[src/rtl/rqz_pkg.sv]
// Shared requantizer-link definitions: sample geometry, receiver states and
// the code-to-sample alignment used on both ends of the link.
package rqz_pkg;

    localparam int unsigned DW   = 18;
    localparam int unsigned NQ_W = 5;

    typedef enum logic {
        IDLE  = 1'b0,
        SHIFT = 1'b1
    } rx_state_t;

    // Left-align an nq-bit code in a DW-bit sample; low bits are zero-filled.
    function automatic logic [DW-1:0] align(input logic [DW-1:0] code,
                                            input logic [NQ_W-1:0] nq);
        logic [NQ_W-1:0] sh;
        sh = NQ_W'(DW) - nq;
        return code << sh;
    endfunction

endpackage

[src/rtl/dequant_deserializer_if.sv]
// Serial-link input and reconstructed-sample output of the dequantizing
// deserializer; master is the link/sink side, slave is the deserializer.
interface dequant_deserializer_if;
    import rqz_pkg::*;

    logic [NQ_W-1:0] Nquant;
    logic            sin;
    logic            sin_en;
    logic            sin_sync;
    logic [DW-1:0]   dataout;
    logic            dataout_en;
    logic            err;

    modport master (
        output Nquant, sin, sin_en, sin_sync,
        input  dataout, dataout_en, err
    );

    modport slave (
        input  Nquant, sin, sin_en, sin_sync,
        output dataout, dataout_en, err
    );

endinterface

[src/rtl/dequant_deserializer.sv]
// Collects Nquant-bit MSB-first codes from the serial link and emits the
// left-aligned DW-bit two's-complement sample one cycle after the last bit.
module dequant_deserializer
    import rqz_pkg::*;
(
    input  logic                 clock,
    input  logic                 reset,
    dequant_deserializer_if.slave bus
);

    rx_state_t       state_q, state_d;
    logic [DW-1:0]   shift_q, shift_d;
    logic [NQ_W-1:0] cnt_q, cnt_d;
    logic [NQ_W-1:0] nq_q, nq_d;
    logic            done_q, done_d;
    logic            err_d;
    logic            nq_legal;

    assign nq_legal = (bus.Nquant != '0) && (bus.Nquant <= NQ_W'(DW));

    always_ff @(posedge clock) begin
        if (reset) begin
            state_q        <= IDLE;
            shift_q        <= '0;
            cnt_q          <= '0;
            nq_q           <= '0;
            done_q         <= 1'b0;
            bus.dataout    <= '0;
            bus.dataout_en <= 1'b0;
            bus.err        <= 1'b0;
        end else begin
            state_q        <= state_d;
            shift_q        <= shift_d;
            cnt_q          <= cnt_d;
            nq_q           <= nq_d;
            done_q         <= done_d;
            bus.err        <= err_d;
            bus.dataout_en <= done_q;
            // shift_q/nq_q still hold the finished code even if a new sync lands now
            if (done_q) begin
                bus.dataout <= align(shift_q, nq_q);
            end
        end
    end

    always_comb begin
        state_d = state_q;
        shift_d = shift_q;
        cnt_d   = cnt_q;
        nq_d    = nq_q;
        done_d  = 1'b0;
        err_d   = 1'b0;
        if (bus.sin_en) begin
            if (bus.sin_sync) begin
                // A sync always starts over: an early one aborts the partial code
                err_d   = (state_q == SHIFT) || !nq_legal;
                state_d = IDLE;
                if (nq_legal) begin
                    nq_d    = bus.Nquant;
                    shift_d = {{(DW-1){1'b0}}, bus.sin};
                    cnt_d   = NQ_W'(1);
                    if (bus.Nquant == NQ_W'(1)) begin
                        done_d = 1'b1;
                    end else begin
                        state_d = SHIFT;
                    end
                end
            end else if (state_q == SHIFT) begin
                shift_d = {shift_q[DW-2:0], bus.sin};
                cnt_d   = cnt_q + 1'b1;
                if (cnt_d == nq_q) begin
                    done_d  = 1'b1;
                    state_d = IDLE;
                end
            end
        end
    end

endmodule

[src/flat_wrapper.sv]
// flat-port wrapper written by rule: the top's interface ports become plain ports
module dequant_deserializer_flat import rqz_pkg::*;
  (clock, reset, bus_Nquant, bus_sin, bus_sin_en, bus_sin_sync, bus_dataout, bus_dataout_en, bus_err);
  dequant_deserializer_if bus_i ();
  input  logic clock;
  input  logic reset;
  input wire logic [$bits(bus_i.Nquant)-1:0] bus_Nquant;
  input wire logic [$bits(bus_i.sin)-1:0] bus_sin;
  input wire logic [$bits(bus_i.sin_en)-1:0] bus_sin_en;
  input wire logic [$bits(bus_i.sin_sync)-1:0] bus_sin_sync;
  output wire logic [$bits(bus_i.dataout)-1:0] bus_dataout;
  output wire logic [$bits(bus_i.dataout_en)-1:0] bus_dataout_en;
  output wire logic [$bits(bus_i.err)-1:0] bus_err;
  assign bus_i.Nquant = bus_Nquant;
  assign bus_i.sin = bus_sin;
  assign bus_i.sin_en = bus_sin_en;
  assign bus_i.sin_sync = bus_sin_sync;
  assign bus_dataout = bus_i.dataout;
  assign bus_dataout_en = bus_i.dataout_en;
  assign bus_err = bus_i.err;
  dequant_deserializer u_core (.clock(clock), .reset(reset), .bus(bus_i));
endmodule
[config.mk]
export PLATFORM = sky130hd
export DESIGN_NAME = dequant_deserializer_flat
export DESIGN_NICKNAME = d
export VERILOG_FILES = /design/src/rtl/rqz_pkg.sv /design/src/rtl/dequant_deserializer_if.sv /design/src/rtl/dequant_deserializer.sv /design/src/flat_wrapper.sv
export SDC_FILE = /design/constraint.sdc
export NUM_CORES = 1
export LEC_CHECK = 0
export CORE_ASPECT_RATIO = 1.4
export CORE_MARGIN = 8
export CORE_UTILIZATION = 45
export CTS_CLUSTER_DIAMETER = 200
export CTS_CLUSTER_SIZE = 20
export DETAILED_ROUTE_END_ITERATION = 7
export GPL_ROUTABILITY_DRIVEN = 1
export HOLD_SLACK_MARGIN = 0.03
export PLACE_DENSITY = 0.76
export SKIP_LAST_GASP = 1
export SLEW_MARGIN = 20
export SYNTH_ARGS = -nofsm -noshare
export SYNTH_HDL_FRONTEND = slang
export SYNTH_SLANG_ARGS = --single-unit
[constraint.sdc]
create_clock -name clock -period 2.29 [get_ports clock]
set_input_delay 0.229 -clock clock [delete_from_list [all_inputs] [get_ports clock]]
set_output_delay 0.229 -clock clock [all_outputs]
set_load 0.05 [all_outputs]
==> out/results.ini <==
[logic_synthesis]
ys.warnings.count = 0
synthArstFlopShare_pct = 0
synth_top_area_cell = dfxtp_1
synth.distinct_cells = 59
synth_area_leaders = dfxtp_1 (35%), mux2i_1 (7.3%), nand2_1 (7.0%), a21oi_1 (4.7%), mux2_2 (4.3%)
syn_area_per_cell_um2 = 8.473
synth_nets = 354
synth_edf_count = 0
synthTopCellsByCount = nand2_1 (54), dfxtp_1 (50), nor2_1 (32)
yosysSeqAreaShare_pct = 34.54
synth_area_mm2 = 0.002898
synth_top_area_share_pct = 34.54
synth_most_common_cell = nand2_1
synth-seq-cells = 50
synthesis.instances = 342
synthFlopType = dfxtp_1

[cts]
cts.sinks = 50
clockBufferDepth = 2
clk_latency_ps = 300
clockRootBuffer = clkbuf_8
htreeDepth = 2
clk_pin_slew_ps = 100
cts_hold_buf = 0
cts_buffers = 5
cts_tree = built

[sta]
hold_viol = 0
rsz0062_at_grt = false
maxSlewHeadroom_pct = 61.98
tightest_slew_ps = 569.5
slew_violations = 0
fin_tns_setup_ps = 0
fmax_mhz = 477.5
skew_ps = 12.19
setup_viol = 0
fin_crit_sh_pct = 91.46
fin_crit_ps = 2094

[power_and_ir_drop]
power_density_mw_per_mm2 = 477.0
p_leak_nw = 1.203
vdd_ir_drop_max_mv = 0.2390

[final_layout]
drive_above_1_share_pct = 12.20
syn_to_final_growth_pct = 15.89
nets = 380
finalInstanceArea_mm2 = 0.003358
antenna_cells = 0

[route]
vias = 2571
ant_nets = 0
drt_iter0_drc = 125
routed_wl_um = 6863
wl_per_cell_um = 15.56
first_pass_iters = 5
avgViaCountPerCell = 5.830
drcViolationCount = 0

[place]
dpl_cell_area_mm2 = 0.003247
place.port_buffers = 29
dp_hpwl_um = 5305
gp_routability_congestion = 0.8996

[worst_setup_path]
critical-path-max-stage-delay_ps = 380
setup.worst_path.class = register to register
rrSetupSlack_ps = 200
rr_endpoint = u_core.bus.dataout[12]
rr_startpoint = u_core.nq_q[1]
critical_path.endpoint = u_core.bus.dataout[12]
cp-end-kind = register
crit_chain = ha_4, mux2_2, and3_1, a311o_1, a222oi_1, nor2_1
crit_path_start = u_core.nq_q[1]
crit_path_max_fanout = 7
crit_slowest_cell = mux2_2
cp.required_ps = 2480
arrival_ps = 2280
critPathLaunchType = register
ff2ff_path_depth = 6

[global_routing]
grt_pass1_vias = 2459
overflow = 0
grt_pass1_wl_um = 11680
grt_max_degree = 33
grt_use_total_pct = 14.65
antenna_found_initial = 0

[run]
max_cap_viol_count = 0

[floorplan]
die_h_um = 111.0
start_util_pct = 46.66
coreArea_mm2 = 0.006211
std_cell_rows = 34
io_pins = 30
die_area_mm2 = 0.009300
fp.dieW_um = 83.82

[run_status]
status = finished clean

[worst_hold_path]
hold_class = register to register

-- critical path: cells and delay by family (launching register included) --
| kind | cells | cell delay, ps |
|---|---|---|
| multiplexers | 1 | 380 |
| AO/OA/AOI/OAI | 2 | 670 |
| AND/OR/NAND/NOR | 2 | 260 |
| adder cells (fa/ha/maj) | 1 | 320 |
| flip-flops | 1 | 350 |
-- sequential cells by signal, indices dropped and copies added (netlist names) --
register               count
u_core.nq_q                5
u_core.bus.dataout_en      1
u_core.cnt_q               5
u_core.bus.err             1
u_core.state_q             1
u_core.bus.dataout        18
u_core.shift_q            18
u_core.done_q              1
-- per-stage QoR --
step                      utilization [%]  hold WS [ps]  std cells  total power [W]  setup WS, ps
final                               54.07         466.7        441         0.001602         195.6
after global routing                54.07         487.7        441         0.001674         82.96
after CTS                           53.81         467.3        441         0.001620         73.69
after detailed placement            52.28         454.3        433         0.001089         91.19
after global placement              52.28         442.7        433         0.001088         125.6
after floorplan                         -         356.2        342         0.001037         221.5
-- repair_timing --
action	CTS	global route
buffers inserted	0	0
resized for setup	0	3
endpoints found under the setup margin	0	4
-- logic make-up (layout without fill, tap and decap cells) --
logic type	count (synthesis)	after routing	share of synthesized area [%]
flops	50	50	34.54
xor+xnor	11	11	3.584
mux	35	35	13.86
compound gates	78	78	18.57
simple gates	135	135	22.58
buf+inv	31	58	6.001
fa+ha+maj	2	2	0.8634
-- how the worst min path moves through the flow --
stage                     startpoint               endpoint  slack (ps)  cells past startpoint
3_5_place_dp      u_core.shift_q[17]     u_core.shift_q[17]         450                      2
3_3_place_gp      u_core.shift_q[17]     u_core.shift_q[17]         440                      2
2_1_floorplan          bus_Nquant[0]          u_core.done_q         360                      2
6_report          u_core.shift_q[17]     u_core.shift_q[17]         470                      2
5_1_grt        u_core.bus.dataout[2]  u_core.bus.dataout[2]         490                      2
4_1_cts           u_core.shift_q[17]     u_core.shift_q[17]         470                      2
-- cells in the final DEF (no fill, tap or decap), types with 7 or more instances in the layout --
master / count
o21ai_0: 8
clkdlybuf4s50_1: 29
dfxtp_1: 50
nand2_1: 54
mux2i_1: 20
xnor2_1: 7
a21oi_1: 27
nand3_1: 9
a22oi_1: 7
nor2_1: 32
buf_4: 17
mux2_2: 11
-- power by group --
part / internal (W) / switching [W]
clock network: 0.000243 / 0.000286
registers: 0.000876 / 0.0000135
logic: 0.0000809 / 0.000102
total: 0.00120 / 0.000402
-- layout make-up --
type	instances	area [um^2]
Tap cell	72	90.09
Fill cell	595	2853
Timing Repair Buffer	46	417.9
Multi-Input combinational cell	261	1739
Inverter	4	15.01
Sequential cell	50	1001
Clock inverter	2	12.51
Clock buffer	6	82.58
-- metal layers --
layer / global-route usage (%) / routed length, um
met1: 16.25 / 2843
met2: 25.86 / 3503
met3: 2.868 / 303
met4: 6.821 / 213
met5: 0 / 0
No activity file was read; power rests on OpenSTA's default activity.
